===== src/rtl/soc_dbg_master_if.sv =====
// soc_if -- simple valid/ready memory-mapped bus between a debug master and
// a target.
//
// Signals
//   vld   initiator request valid; request fields held until vld&rdy
//   addr  32-bit byte address
//   we    byte write enables; 4'hF = full-word write, 4'h0 = read
//   wdat  32-bit write data
//   rdy   target completes the request in a cycle where vld is also high
//   rdat  32-bit read data, valid in the completion cycle
//
// Modports: MST (initiator), SLV (target).
interface soc_if;
  logic        vld;
  logic [31:0] addr;
  logic [3:0]  we;
  logic [31:0] wdat;
  logic        rdy;
  logic [31:0] rdat;

  modport MST (output vld, addr, we, wdat, input rdy, rdat);
  modport SLV (input vld, addr, we, wdat, output rdy, rdat);
endinterface


===== src/rtl/soc_dbg_master.sv =====
// soc_dbg_master -- byte-stream debug command parser that issues single
// 32-bit bus transactions and returns a byte-stream response.
//
// Frames (multi-byte fields MSB first):
//   0x57 A3 A2 A1 A0 D3 D2 D1 D0  -> write, response 0x4B
//   0x52 A3 A2 A1 A0              -> read,  response R3 R2 R1 R0
//   any other first byte          -> response 0x3F, no bus activity
//
// Ports
//   clk      single clock, rising edge
//   rst      synchronous active-high reset
//   in_vld   / in_dat  / in_rdy   command byte stream (sink)
//   out_vld  / out_dat / out_rdy  response byte stream (source)
//   bus      soc_if.MST initiator port
//
// Optional feature: define SOC_DBG_TIMEOUT_EN to bound the bus wait. After
// TIMEOUT_CYC wait cycles without rdy the request is dropped and a single
// 0x54 byte is returned. Without the macro the bus waits forever.
module soc_dbg_master #(
  parameter int unsigned TIMEOUT_CYC = 1024
) (
  input  logic       clk,
  input  logic       rst,
  input  logic       in_vld,
  input  logic [7:0] in_dat,
  output logic       in_rdy,
  output logic       out_vld,
  output logic [7:0] out_dat,
  input  logic       out_rdy,
  soc_if.MST         bus
);

  typedef enum logic [2:0] {IDLE, ADDR, WDAT, BUS, RESP} state_e;

  state_e      state_q, state_d;
  logic [1:0]  cnt_q, cnt_d;
  logic        isWr_q, isWr_d;
  logic [31:0] addr_q, addr_d;
  logic [31:0] wdat_q, wdat_d;
  // Response bytes are shifted out of the top byte; respLeft counts the
  // bytes still to follow the one currently presented.
  logic [31:0] resp_q, resp_d;
  logic [1:0]  respLeft_q, respLeft_d;
  logic        accept;

`ifdef SOC_DBG_TIMEOUT_EN
  localparam int unsigned WCW = $clog2(TIMEOUT_CYC + 1);
  logic [WCW-1:0] waitCnt_q, waitCnt_d;
`endif

  always_ff @(posedge clk) begin
    if (rst) begin
      state_q    <= IDLE;
      cnt_q      <= '0;
      isWr_q     <= 1'b0;
      addr_q     <= '0;
      wdat_q     <= '0;
      resp_q     <= '0;
      respLeft_q <= '0;
`ifdef SOC_DBG_TIMEOUT_EN
      waitCnt_q  <= '0;
`endif
    end else begin
      state_q    <= state_d;
      cnt_q      <= cnt_d;
      isWr_q     <= isWr_d;
      addr_q     <= addr_d;
      wdat_q     <= wdat_d;
      resp_q     <= resp_d;
      respLeft_q <= respLeft_d;
`ifdef SOC_DBG_TIMEOUT_EN
      waitCnt_q  <= waitCnt_d;
`endif
    end
  end

  always_comb begin
    state_d    = state_q;
    cnt_d      = cnt_q;
    isWr_d     = isWr_q;
    addr_d     = addr_q;
    wdat_d     = wdat_q;
    resp_d     = resp_q;
    respLeft_d = respLeft_q;
`ifdef SOC_DBG_TIMEOUT_EN
    waitCnt_d  = '0;
`endif

    in_rdy   = (state_q == IDLE) || (state_q == ADDR) || (state_q == WDAT);
    out_vld  = (state_q == RESP);
    out_dat  = resp_q[31:24];
    // vld comes straight from the state register, so it can rise no earlier
    // than the cycle after the last frame byte was accepted.
    bus.vld  = (state_q == BUS);
    bus.addr = addr_q;
    bus.wdat = wdat_q;
    bus.we   = ((state_q == BUS) && isWr_q) ? 4'hF : 4'h0;
    accept   = in_vld && in_rdy;

    case (state_q)
      IDLE: begin
        if (accept) begin
          cnt_d = '0;
          if (in_dat == 8'h57 || in_dat == 8'h52) begin
            isWr_d  = (in_dat == 8'h57);
            addr_d  = '0;
            wdat_d  = '0;
            state_d = ADDR;
          end else begin
            resp_d     = {8'h3F, 24'h0};
            respLeft_d = 2'd0;
            state_d    = RESP;
          end
        end
      end
      ADDR: begin
        if (accept) begin
          addr_d = {addr_q[23:0], in_dat};
          cnt_d  = cnt_q + 2'd1;
          if (cnt_q == 2'd3) state_d = isWr_q ? WDAT : BUS;
        end
      end
      WDAT: begin
        if (accept) begin
          wdat_d = {wdat_q[23:0], in_dat};
          cnt_d  = cnt_q + 2'd1;
          if (cnt_q == 2'd3) state_d = BUS;
        end
      end
      BUS: begin
        // rdy is checked first so a completion in the timeout cycle wins.
        if (bus.rdy) begin
          resp_d     = isWr_q ? {8'h4B, 24'h0} : bus.rdat;
          respLeft_d = isWr_q ? 2'd0 : 2'd3;
          state_d    = RESP;
        end
`ifdef SOC_DBG_TIMEOUT_EN
        else if (waitCnt_q == WCW'(TIMEOUT_CYC - 1)) begin
          resp_d     = {8'h54, 24'h0};
          respLeft_d = 2'd0;
          state_d    = RESP;
        end else begin
          waitCnt_d = waitCnt_q + 1'b1;
        end
`endif
      end
      RESP: begin
        if (out_rdy) begin
          resp_d = {resp_q[23:0], 8'h00};
          if (respLeft_q == 2'd0) state_d = IDLE;
          else respLeft_d = respLeft_q - 2'd1;
        end
      end
      default: state_d = IDLE;
    endcase
  end

endmodule

===== src/flat_wrapper.sv =====
// flat-port wrapper written by rule: the top's interface ports become plain ports
module soc_dbg_master_flat 
#(
  parameter int unsigned TIMEOUT_CYC = 1024
)
  (clk, rst, in_vld, in_dat, in_rdy, out_vld, out_dat, out_rdy, bus_vld, bus_addr, bus_we, bus_wdat, bus_rdy, bus_rdat);
  soc_if bus_i ();
  input  logic clk;
  input  logic rst;
  input  logic in_vld;
  input  logic [7:0] in_dat;
  output logic in_rdy;
  output logic out_vld;
  output logic [7:0] out_dat;
  input  logic out_rdy;
  output wire logic [$bits(bus_i.vld)-1:0] bus_vld;
  output wire logic [$bits(bus_i.addr)-1:0] bus_addr;
  output wire logic [$bits(bus_i.we)-1:0] bus_we;
  output wire logic [$bits(bus_i.wdat)-1:0] bus_wdat;
  input wire logic [$bits(bus_i.rdy)-1:0] bus_rdy;
  input wire logic [$bits(bus_i.rdat)-1:0] bus_rdat;
  assign bus_vld = bus_i.vld;
  assign bus_addr = bus_i.addr;
  assign bus_we = bus_i.we;
  assign bus_wdat = bus_i.wdat;
  assign bus_i.rdy = bus_rdy;
  assign bus_i.rdat = bus_rdat;
  soc_dbg_master #(.TIMEOUT_CYC(TIMEOUT_CYC)) u_core (.clk(clk), .rst(rst), .in_vld(in_vld), .in_dat(in_dat), .in_rdy(in_rdy), .out_vld(out_vld), .out_dat(out_dat), .out_rdy(out_rdy), .bus(bus_i));
endmodule

===== config.mk =====
export PLATFORM = sky130hd
export DESIGN_NAME = soc_dbg_master_flat
export DESIGN_NICKNAME = d
export VERILOG_FILES = /design/src/rtl/soc_dbg_master_if.sv /design/src/rtl/soc_dbg_master.sv /design/src/flat_wrapper.sv
export SDC_FILE = /design/constraint.sdc
export NUM_CORES = 1
export LEC_CHECK = 0
export ABC_AREA = 1
export BUFFER_PORTS_ARGS = -buffer_cell sky130_fd_sc_hd__buf_2
export CORE_MARGIN = 3
export CORE_UTILIZATION = 50
export DETAILED_ROUTE_END_ITERATION = 7
export PLACE_DENSITY = 0.88
export SLEW_MARGIN = 20
export SYNTH_ARGS = -nofsm -noshare
export SYNTH_HDL_FRONTEND = slang
export SYNTH_SLANG_ARGS = --single-unit

===== constraint.sdc =====
create_clock -name clk -period 3.26 [get_ports clk]
set_input_delay 0.489 -clock clk [delete_from_list [all_inputs] [get_ports clk]]
set_output_delay 0.489 -clock clk [all_outputs]
set_load 0.01 [all_outputs]

[Word level (Yosys, flattened, before mapping)]
Index checks and enable logic that the tools add are counted.
Storage, ports and cells
  logic and storage cells: 81
  memories kept: 0
  bits in registers: 104
  bits in read-only memories: 0
  output and inout bits: 79
  RAM bits: 0
  latch bits: 0
Operators by class
  multiply operators: 0
  divide/modulo/power cells: 0
  bitwise operators: 0
  add/subtract/negate cells: 2
  muxes and demuxes: 34
  shifts and indexed selects: 0
  reductions and logical operators: 19
  magnitude comparators: 0
  eq/ne operators: 19
Operator list (count)
  32-bit 2-to-1 mux: 9
  32-bit one-hot mux with 2 select lines: 2
  32-bit one-hot mux with 3 select lines: 1
  3-bit 2-to-1 mux: 9
  8-bit by 7-bit equality test with 1-bit output, second input constant: 2
  2-bit 2-to-1 mux: 8
  3-bit one-hot mux with 5 select lines: 1
  2-bit by 1-bit != test with 1-bit output, second input constant: 7
  2-bit != test, second input constant: 5
  4-bit AND reduction: 2
  8-bit AND reduction: 1
  3-bit by 2-bit equality test with 1-bit output, second input constant: 2
  2-bit one-hot mux with 3 select lines: 1
  3-bit AND reduction: 2
  6-bit AND reduction: 1
  2-bit nonzero test: 3
  5-bit AND reduction: 1
  4-bit 2-to-1 mux: 1
  2-bit one-hot mux with 2 select lines: 1
  3-bit by 1-bit equality test with 1-bit output, second input constant: 1
  3-bit equality test, second input constant: 1
  3-bit zero test: 1
  1-bit logical OR: 3
  3-bit nonzero test: 1
  7 further kinds: 8

[Logic depth before layout (Yosys ltp)]
Gate-level depths: netlist of run 1.
  depth after elaboration: 6
  gate-level depth with buffers: 11
  gate-level depth less buffers: 10

[Least setup slack after synthesis of run 1]
OpenSTA, ideal clock, no wires.
  kind: register -> output
  start: reg u_core.state_q[2]
  end: out bus_we[1]
  setup slack: 1.506 ns
  buffers on the path: 3
  cell stages (with the launch flop): 7
  arrival: 1.265 ns
  required time: 2.771 ns
  cell sequence: dfxtp_1 -> buf_6 -> inv_2 -> nand3_1 -> clkbuf_1 -> nor2_1 -> buf_4
Between the ends
  longest elaborated chain between the ends: 3
RTL lines
  start: declaration: line soc_dbg_master.sv:35  | state_e state_q, state_d;
  start signal: assignment: line soc_dbg_master.sv:64  | state_q <= state_d;
  3-bit by 2-bit equality test with 1-bit output: line soc_dbg_master.sv:97  | bus.we = ((state_q == BUS) && isWr_q) ? 4'hF : 4'h0;
  1-bit logical AND: line soc_dbg_master.sv:97
  4-bit 2-to-1 mux: line soc_dbg_master.sv:97
  end: declaration: line flat_wrapper.sv:18  | output wire logic [$bits(bus_i.we)-1:0] bus_we;
Every way passes these cells.

[Worst setup path after layout of run 1]
  start: reg u_core.state_q[1]
  end: out out_vld
Between the ends
  longest elaborated chain between the ends: 1
RTL lines
  3-bit equality test: line soc_dbg_master.sv:90  | out_vld = (state_q == RESP);
  end: declaration: line flat_wrapper.sv:13  | output logic out_vld;
Every way passes these cells.

==> results of run 1 <==
[power by group]
part	total, mW	internal, mW	switching (mW)
Combinational	0.499	0.166	0.333
Sequential	1.40	1.35	0.0467
Clock	0.815	0.362	0.452
[path summary, 6_finish.rpt]
kind | end | slack (ns) | cells past startpoint
worst max-delay path | out_vld | 0.73 | 4
worst min-delay path | u_core.bus.addr[1] | 0.41 | 3
worst max register to register | u_core.resp_q[22] | 0.84 | 9
worst min register to register | u_core.bus.addr[30] | 0.46 | 2
[worst max-delay path, stage by stage, from the launching register on]
cell	delay [ns]
dfxtp_1	0.51
nor2_2	0.12
nand2_2	0.09
clkinv_1	0.58
buf_2	0.37
[cells in the mapped netlist, drive strengths merged]
cell type / n / area (um^2)
nand2: 191 / 739
dfxtp: 104 / 2080
nor2: 99 / 403
nand3: 74 / 375
a21oi: 69 / 345
o21ai: 36 / 191
buf: 31 / 221
inv: 25 / 93.8
clkbuf: 22 / 82.6
ha: 2 / 25.0
nand3b: 2 / 15.0
nand4: 2 / 12.5
clkinv: 1 / 3.75
xnor2: 1 / 8.76
xor2: 1 / 8.76
[metrics by stage]
step                      power [mW]  instance area, um^2  std cells
after floorplan                 1.85                 4610        660
after global placement          1.89                 5090        843
after detailed placement        1.92                 5090        843
after CTS                       2.72                 5300        859
after global routing            2.86                 5300        859
final                           2.71                 5300        859
[logic make-up (layout without fill, tap and decap cells)]
kind of cell               after synthesis  after routing
AOI/OAI and AO/OA                      105            105
buffers and inverters                   79            170
DFF                                    104            104
xor gates and xnor gates                 2              2
adders and majority gates                2              2
and+or+nand+nor                        368            368
[cell type report]
class | count | area, um^2 | share of cell area
Multi-Input combinational cell | 477 | 2130 | 0.402
Sequential cell | 104 | 2080 | 0.393
Timing Repair Buffer | 128 | 653 | 0.123
Tap cell | 108 | 135 | 0.0255
Clock buffer | 9 | 124 | 0.0234
Inverter | 26 | 97.6 | 0.0184
Clock inverter | 7 | 76.3 | 0.0144
[layout by cell type, fill, tap and decap left out, drive strengths merged]
master,instances
clkinvlp,2
nor2,99
bufinv,1
clkinv,2
ha,2
clkbuf,9
inv,28
buf,128
nand3b,2
xor2,1
nand3,74
nand4,2
nand2,191
dfxtp,104
o21ai,36
a21oi,69
xnor2,1
[flip-flops by register name, indices dropped and copies added, names as in the netlist]
| signal | flops |
|---|---|
| u_core.bus.addr | 32 |
| u_core.bus.wdat | 32 |
| u_core.resp_q | 32 |
| u_core.state_q | 3 |
| u_core.cnt_q | 2 |
| u_core.respLeft_q | 2 |
| u_core.isWr_q | 1 |
[routing by layer]
metal	up-vias	track usage
li1	2276	-
met1	2037	0.264
met2	141	0.360
met3	11	0.0683
met4	0	0.0605
met5	-	0
==> results.py, run 1 <==
metrics = {
    "worst_setup_path": {
        "cp-startpoint": "u_core.state_q[1]",
        "crit_type": "register to output pin",
        "critPathArrivalTime_ns": 2.04,
        "crit_fanout": 26,
        "critPathRequiredTime_ns": 2.77,
        "r2r_start": "u_core.state_q[2]",
        "end_kind": "output pin",
        "cp-start-kind": "register",
    },
    "detailed_routing": {
        "dr.pass1.iters": 5,
        "viasPerCell": 5.20,
        "highest_layer": "met4",
        "wl_met2_um": 5480,
        "wl_um": 11300,
        "dr_total_vias": 4465,
        "drtIter0Drc": 278,
        "drt-wirelength-per-cell_um": 13.1,
        "wl_met3_um": 826,
        "post-route-drc-count": 0,
        "drt-met1-wl_um": 4850,
        "postRouteAntennaNets": 0,
    },
    "timing": {
        "fin_ws_ns": 0.733,
        "setup_viol": 0,
        "tightest_slew_ns": 1.01,
        "finalHoldViolations": 0,
        "rsz0062_at_grt": "no",
        "min_period_ns": 2.53,
        "fin_worst_skew_ns": 0.0145,
        "drv_slew": 0,
        "fin_setup_tns_ns": 0,
        "period_share": 0.775,
        "max_freq_mhz": 396,
        "hold_slack_ns": 0.406,
        "slew_headroom": 0.323,
    },
    "placed_design": {
        "hpwl_um": 7860,
        "place_ws_ns": 0.886,
        "place_congestion": 0.891,
        "io_buffer_count": 123,
    },
    "clocking": {
        "cts_setup_buffers": 0,
        "cts.reportedPaths.clkPinSlew_ns": 0.10,
        "cts-htree-levels": 3,
        "cts_resized": 0,
        "cts_sinks": 104,
        "cts_buffers": 9,
        "insertion_delay_ns": 0.36,
        "cts_tree": "built",
        "ctsHoldBuffers": 0,
        "cts-root-buf": "clkbuf_8",
        "max-clock-path-buffers": 2,
    },
    "cells_and_area": {
        "layout-drive-gt1-share": 0.217,
        "synthToLayoutAreaGrowth_pct": 14.9,
        "fin_util": 0.598,
        "fillers": 804,
        "nets": 793,
        "n_antenna_cell": 0,
    },
    "die": {
        "core_area_um2": 8850,
        "start_util": 0.521,
        "num_rows": 34,
        "die_area_um2": 10400,
        "ios": 124,
        "die_w_um": 102,
        "fp.dieH_um": 102,
    },
    "synth": {
        "ys_seq_area_frac": 0.452,
        "synthAdderAreaFrac": 0.00543,
        "muxShareOfSynthArea": 0,
        "syn_inst": 660,
        "synth_top_family_by_area": "simple AND/OR/NAND/NOR gates",
        "syn_area_per_cell_um2": 6.98,
        "yosysUniqueCellTypes": 26,
        "ys_seq_elements": 104,
        "yosys.area_share.xor_xnor": 0.00380,
        "yosys.area_share.simple": 0.335,
        "synth_compound_area_frac": 0.116,
        "synth_area_um2": 4610,
        "ys_warn_count": 0,
        "synth_fp_nets": 707,
    },
    "grt": {
        "grt_use_total": 0.214,
        "grt_overflow": 0,
        "grt_pass1_wl_um": 18200,
        "grt_max_degree": 69,
        "first_global_vias": 4169,
        "antenna_found_initial": 0,
    },
    "hold_path": {
        "hold_path.class": "primary input to register",
        "min_from": "in_dat[1]",
    },
    "status": {
        "status": "finished clean",
    },
    "job": {
        "cap_violations": 0,
    },
    "power_and_ir_drop": {
        "vdd_drop_max_uv": 250,
        "power.density_nw_per_um2": 512,
        "p_leak_nw": 2.46,
    },
}
(Power assumes the default switching activity.)
==> run 2, diff against run 1 <==
--- a/config.mk
+++ b/config.mk
@@ -5,7 +5,7 @@
 export SDC_FILE = /design/constraint.sdc
 export NUM_CORES = 1
 export LEC_CHECK = 0
-export ABC_AREA = 1
+export ABC_AREA = 0
 export BUFFER_PORTS_ARGS = -buffer_cell sky130_fd_sc_hd__buf_2
 export CORE_MARGIN = 3
 export CORE_UTILIZATION = 50
==> constraint.sdc (replaced) <==
create_clock -name clk -period 2.5 [get_ports clk]
set_input_delay 0.375 -clock clk [delete_from_list [all_inputs] [get_ports clk]]
set_output_delay 0.375 -clock clk [all_outputs]
set_load 0.01 [all_outputs]
==> run 2 against run 1 <==
  * Register-to-register slack worse by 0.44 ns
  * Via count decreased by 5.0%
  * Utilization is 1.3 points higher
  * Design area is 1.1% higher
  * Sequential cell count unchanged
  * Cell count shrank 19%
  * Clock skew shrank 0.0068 ns
  * Highest routed layer unchanged
==> results.py, run 2 <==
metrics = {
    "clocking": {
        "cts.reportedPaths.clkPinSlew_ns": 0.11,
        "cts_buffers": 9,
        "cts-root-buf": "clkbuf_8",
        "max-clock-path-buffers": 2,
        "cts_tree": "built",
        "cts_sinks": 104,
        "cts_resized": 0,
        "insertion_delay_ns": 0.37,
        "ctsHoldBuffers": 0,
        "cts_setup_buffers": 0,
        "cts-htree-levels": 3,
    },
    "worst_setup_path": {
        "crit_fanout": 27,
        "r2r_start": "u_core.state_q[2]",
        "cp-start-kind": "register",
        "crit_type": "register to output pin",
        "critPathArrivalTime_ns": 1.85,
        "end_kind": "output pin",
        "critPathRequiredTime_ns": 2.12,
        "cp-startpoint": "u_core.state_q[2]",
    },
    "synth": {
        "syn_inst": 491,
        "ys_seq_area_frac": 0.461,
        "synth_top_area_cell": "dfxtp_1",
        "yosysUniqueCellTypes": 45,
        "synth.top_cell.area_share": 0.461,
        "synthTopCellsByCount": "dfxtp_1, nand2b_1, o22ai_1, clkbuf_1, o21ai_0",
        "synth_area_leaders": "dfxtp_1, nand2b_1, o22ai_1",
        "yosysMostFrequentCell": "dfxtp_1",
        "synth_fp_nets": 538,
        "ys_warn_count": 0,
        "ys_seq_elements": 104,
        "synthArstFlopShare": 0,
        "synth_edf_count": 0,
        "synth_area_um2": 4520,
        "synthFlopType": "dfxtp_1",
        "syn_area_per_cell_um2": 9.20,
    },
    "timing": {
        "rsz0062_at_grt": "no",
        "fin_setup_tns_ns": 0,
        "fin_worst_skew_ns": 0.00770,
        "min_period_ns": 2.23,
        "period_share": 0.892,
        "hold_slack_ns": 0.252,
        "tightest_slew_ns": 0.728,
        "finalHoldViolations": 0,
        "fin_ws_ns": 0.271,
        "max_freq_mhz": 449,
        "setup_viol": 0,
        "slew_headroom": 0.512,
        "drv_slew": 0,
    },
    "placed_design": {
        "place_congestion": 0.847,
        "place_ws_ns": 0.215,
        "hpwl_um": 8220,
        "io_buffer_count": 123,
    },
    "grt": {
        "grt_pass1_wl_um": 19200,
        "grt_max_degree": 44,
        "grt_overflow": 0,
        "first_global_vias": 4097,
        "grt_use_total": 0.231,
        "antenna_found_initial": 0,
    },
    "die": {
        "die_w_um": 101,
        "start_util": 0.515,
        "fp.dieH_um": 101,
        "num_rows": 34,
        "die_area_um2": 10200,
        "core_area_um2": 8760,
        "ios": 124,
    },
    "detailed_routing": {
        "drtIter0Drc": 170,
        "dr_total_vias": 4242,
        "wl_um": 11900,
        "postRouteAntennaNets": 0,
        "post-route-drc-count": 0,
        "dr.pass1.iters": 6,
        "viasPerCell": 6.06,
        "drt-wirelength-per-cell_um": 17.0,
    },
    "power_and_ir_drop": {
        "vdd_drop_max_uv": 352,
        "power.total_mw": 3.84,
        "p_leak_nw": 2.10,
        "power.density_nw_per_um2": 717,
    },
    "cells_and_area": {
        "synthToLayoutAreaGrowth_pct": 18.5,
        "fillers": 736,
        "final_cell_mix": "buf_2, dfxtp_1, nand2b_1",
        "n_antenna_cell": 0,
        "final_common_cell": "buf_2",
        "nets": 634,
        "layout-drive-gt1-share": 0.313,
    },
    "job": {
        "cap_violations": 0,
    },
    "hold_path": {
        "min_from": "bus_rdat[2]",
        "hold_path.class": "primary input to register",
    },
    "status": {
        "status": "finished clean",
    },
}
[run 2: cell type report]
cell class                 count  area [um^2]  area share
sequential                   104         2080       0.389
multi-input combinational    308         2070       0.387
timing repair buffer         141          788       0.147
tap                          108          135      0.0252
clock buffer                  10          128      0.0238
inverter                      23         86.3      0.0161
clock inverter                 6         62.6      0.0117
[run 2: kinds of logic after synthesis]
| group | synth area share |
|---|---|
| buf+inv | 0.0837 |
| simple gates | 0.153 |
| mux | 0.00443 |
| xor+xnor | 0.00582 |
| compound gates | 0.287 |
| flops | 0.461 |
| fa+ha+maj | 0.00554 |
[run 2: worst max-delay path, cell delays in order, from the launching register on]
cell and delay (ns):
dfxtp_1 0.37, buf_4 0.20, nor3b_2 0.37, buf_4 0.36
buf_2 0.19
[run 2: per-layer routing]
metal | up-vias | GRT usage | share of wire | wire [um]
li1 | 2003 | - | - | -
met4 | 0 | 0.0695 | 0.017 | 201
met3 | 21 | 0.0588 | 0.082 | 982
met2 | 180 | 0.395 | 0.50 | 6000
met1 | 2038 | 0.284 | 0.40 | 4720
met5 | - | 0 | 0 | 0
[run 2: worst paths after layout]
check / to / slack, ns / cells after the start
worst max-delay path: out_vld / 0.27 / 4
worst min register to register: u_core.bus.addr[31] / 0.48 / 2
worst min-delay path: u_core.resp_q[2] / 0.25 / 3
worst max register to register: u_core.state_q[1] / 0.40 / 6
[run 2: per-stage QoR]
step | utilization | instance area, um^2 | instances
final | 0.611 | 5350 | 700
after global routing | 0.611 | 5350 | 700
after CTS | 0.611 | 5350 | 700
after detailed placement | 0.589 | 5160 | 684
after global placement | 0.589 | 5160 | 684
after floorplan | - | 4520 | 491
[run 2: power by group]
| group | total, mW | switching [mW] | internal, mW | leakage [nW] |
|---|---|---|---|---|
| Clock | 1.01 | 0.624 | 0.389 | 0.0961 |
| Sequential | 1.87 | 0.0814 | 1.78 | 0.843 |
| Combinational | 0.960 | 0.568 | 0.392 | 1.16 |
| Total | 3.84 | 1.27 | 2.57 | 2.10 |
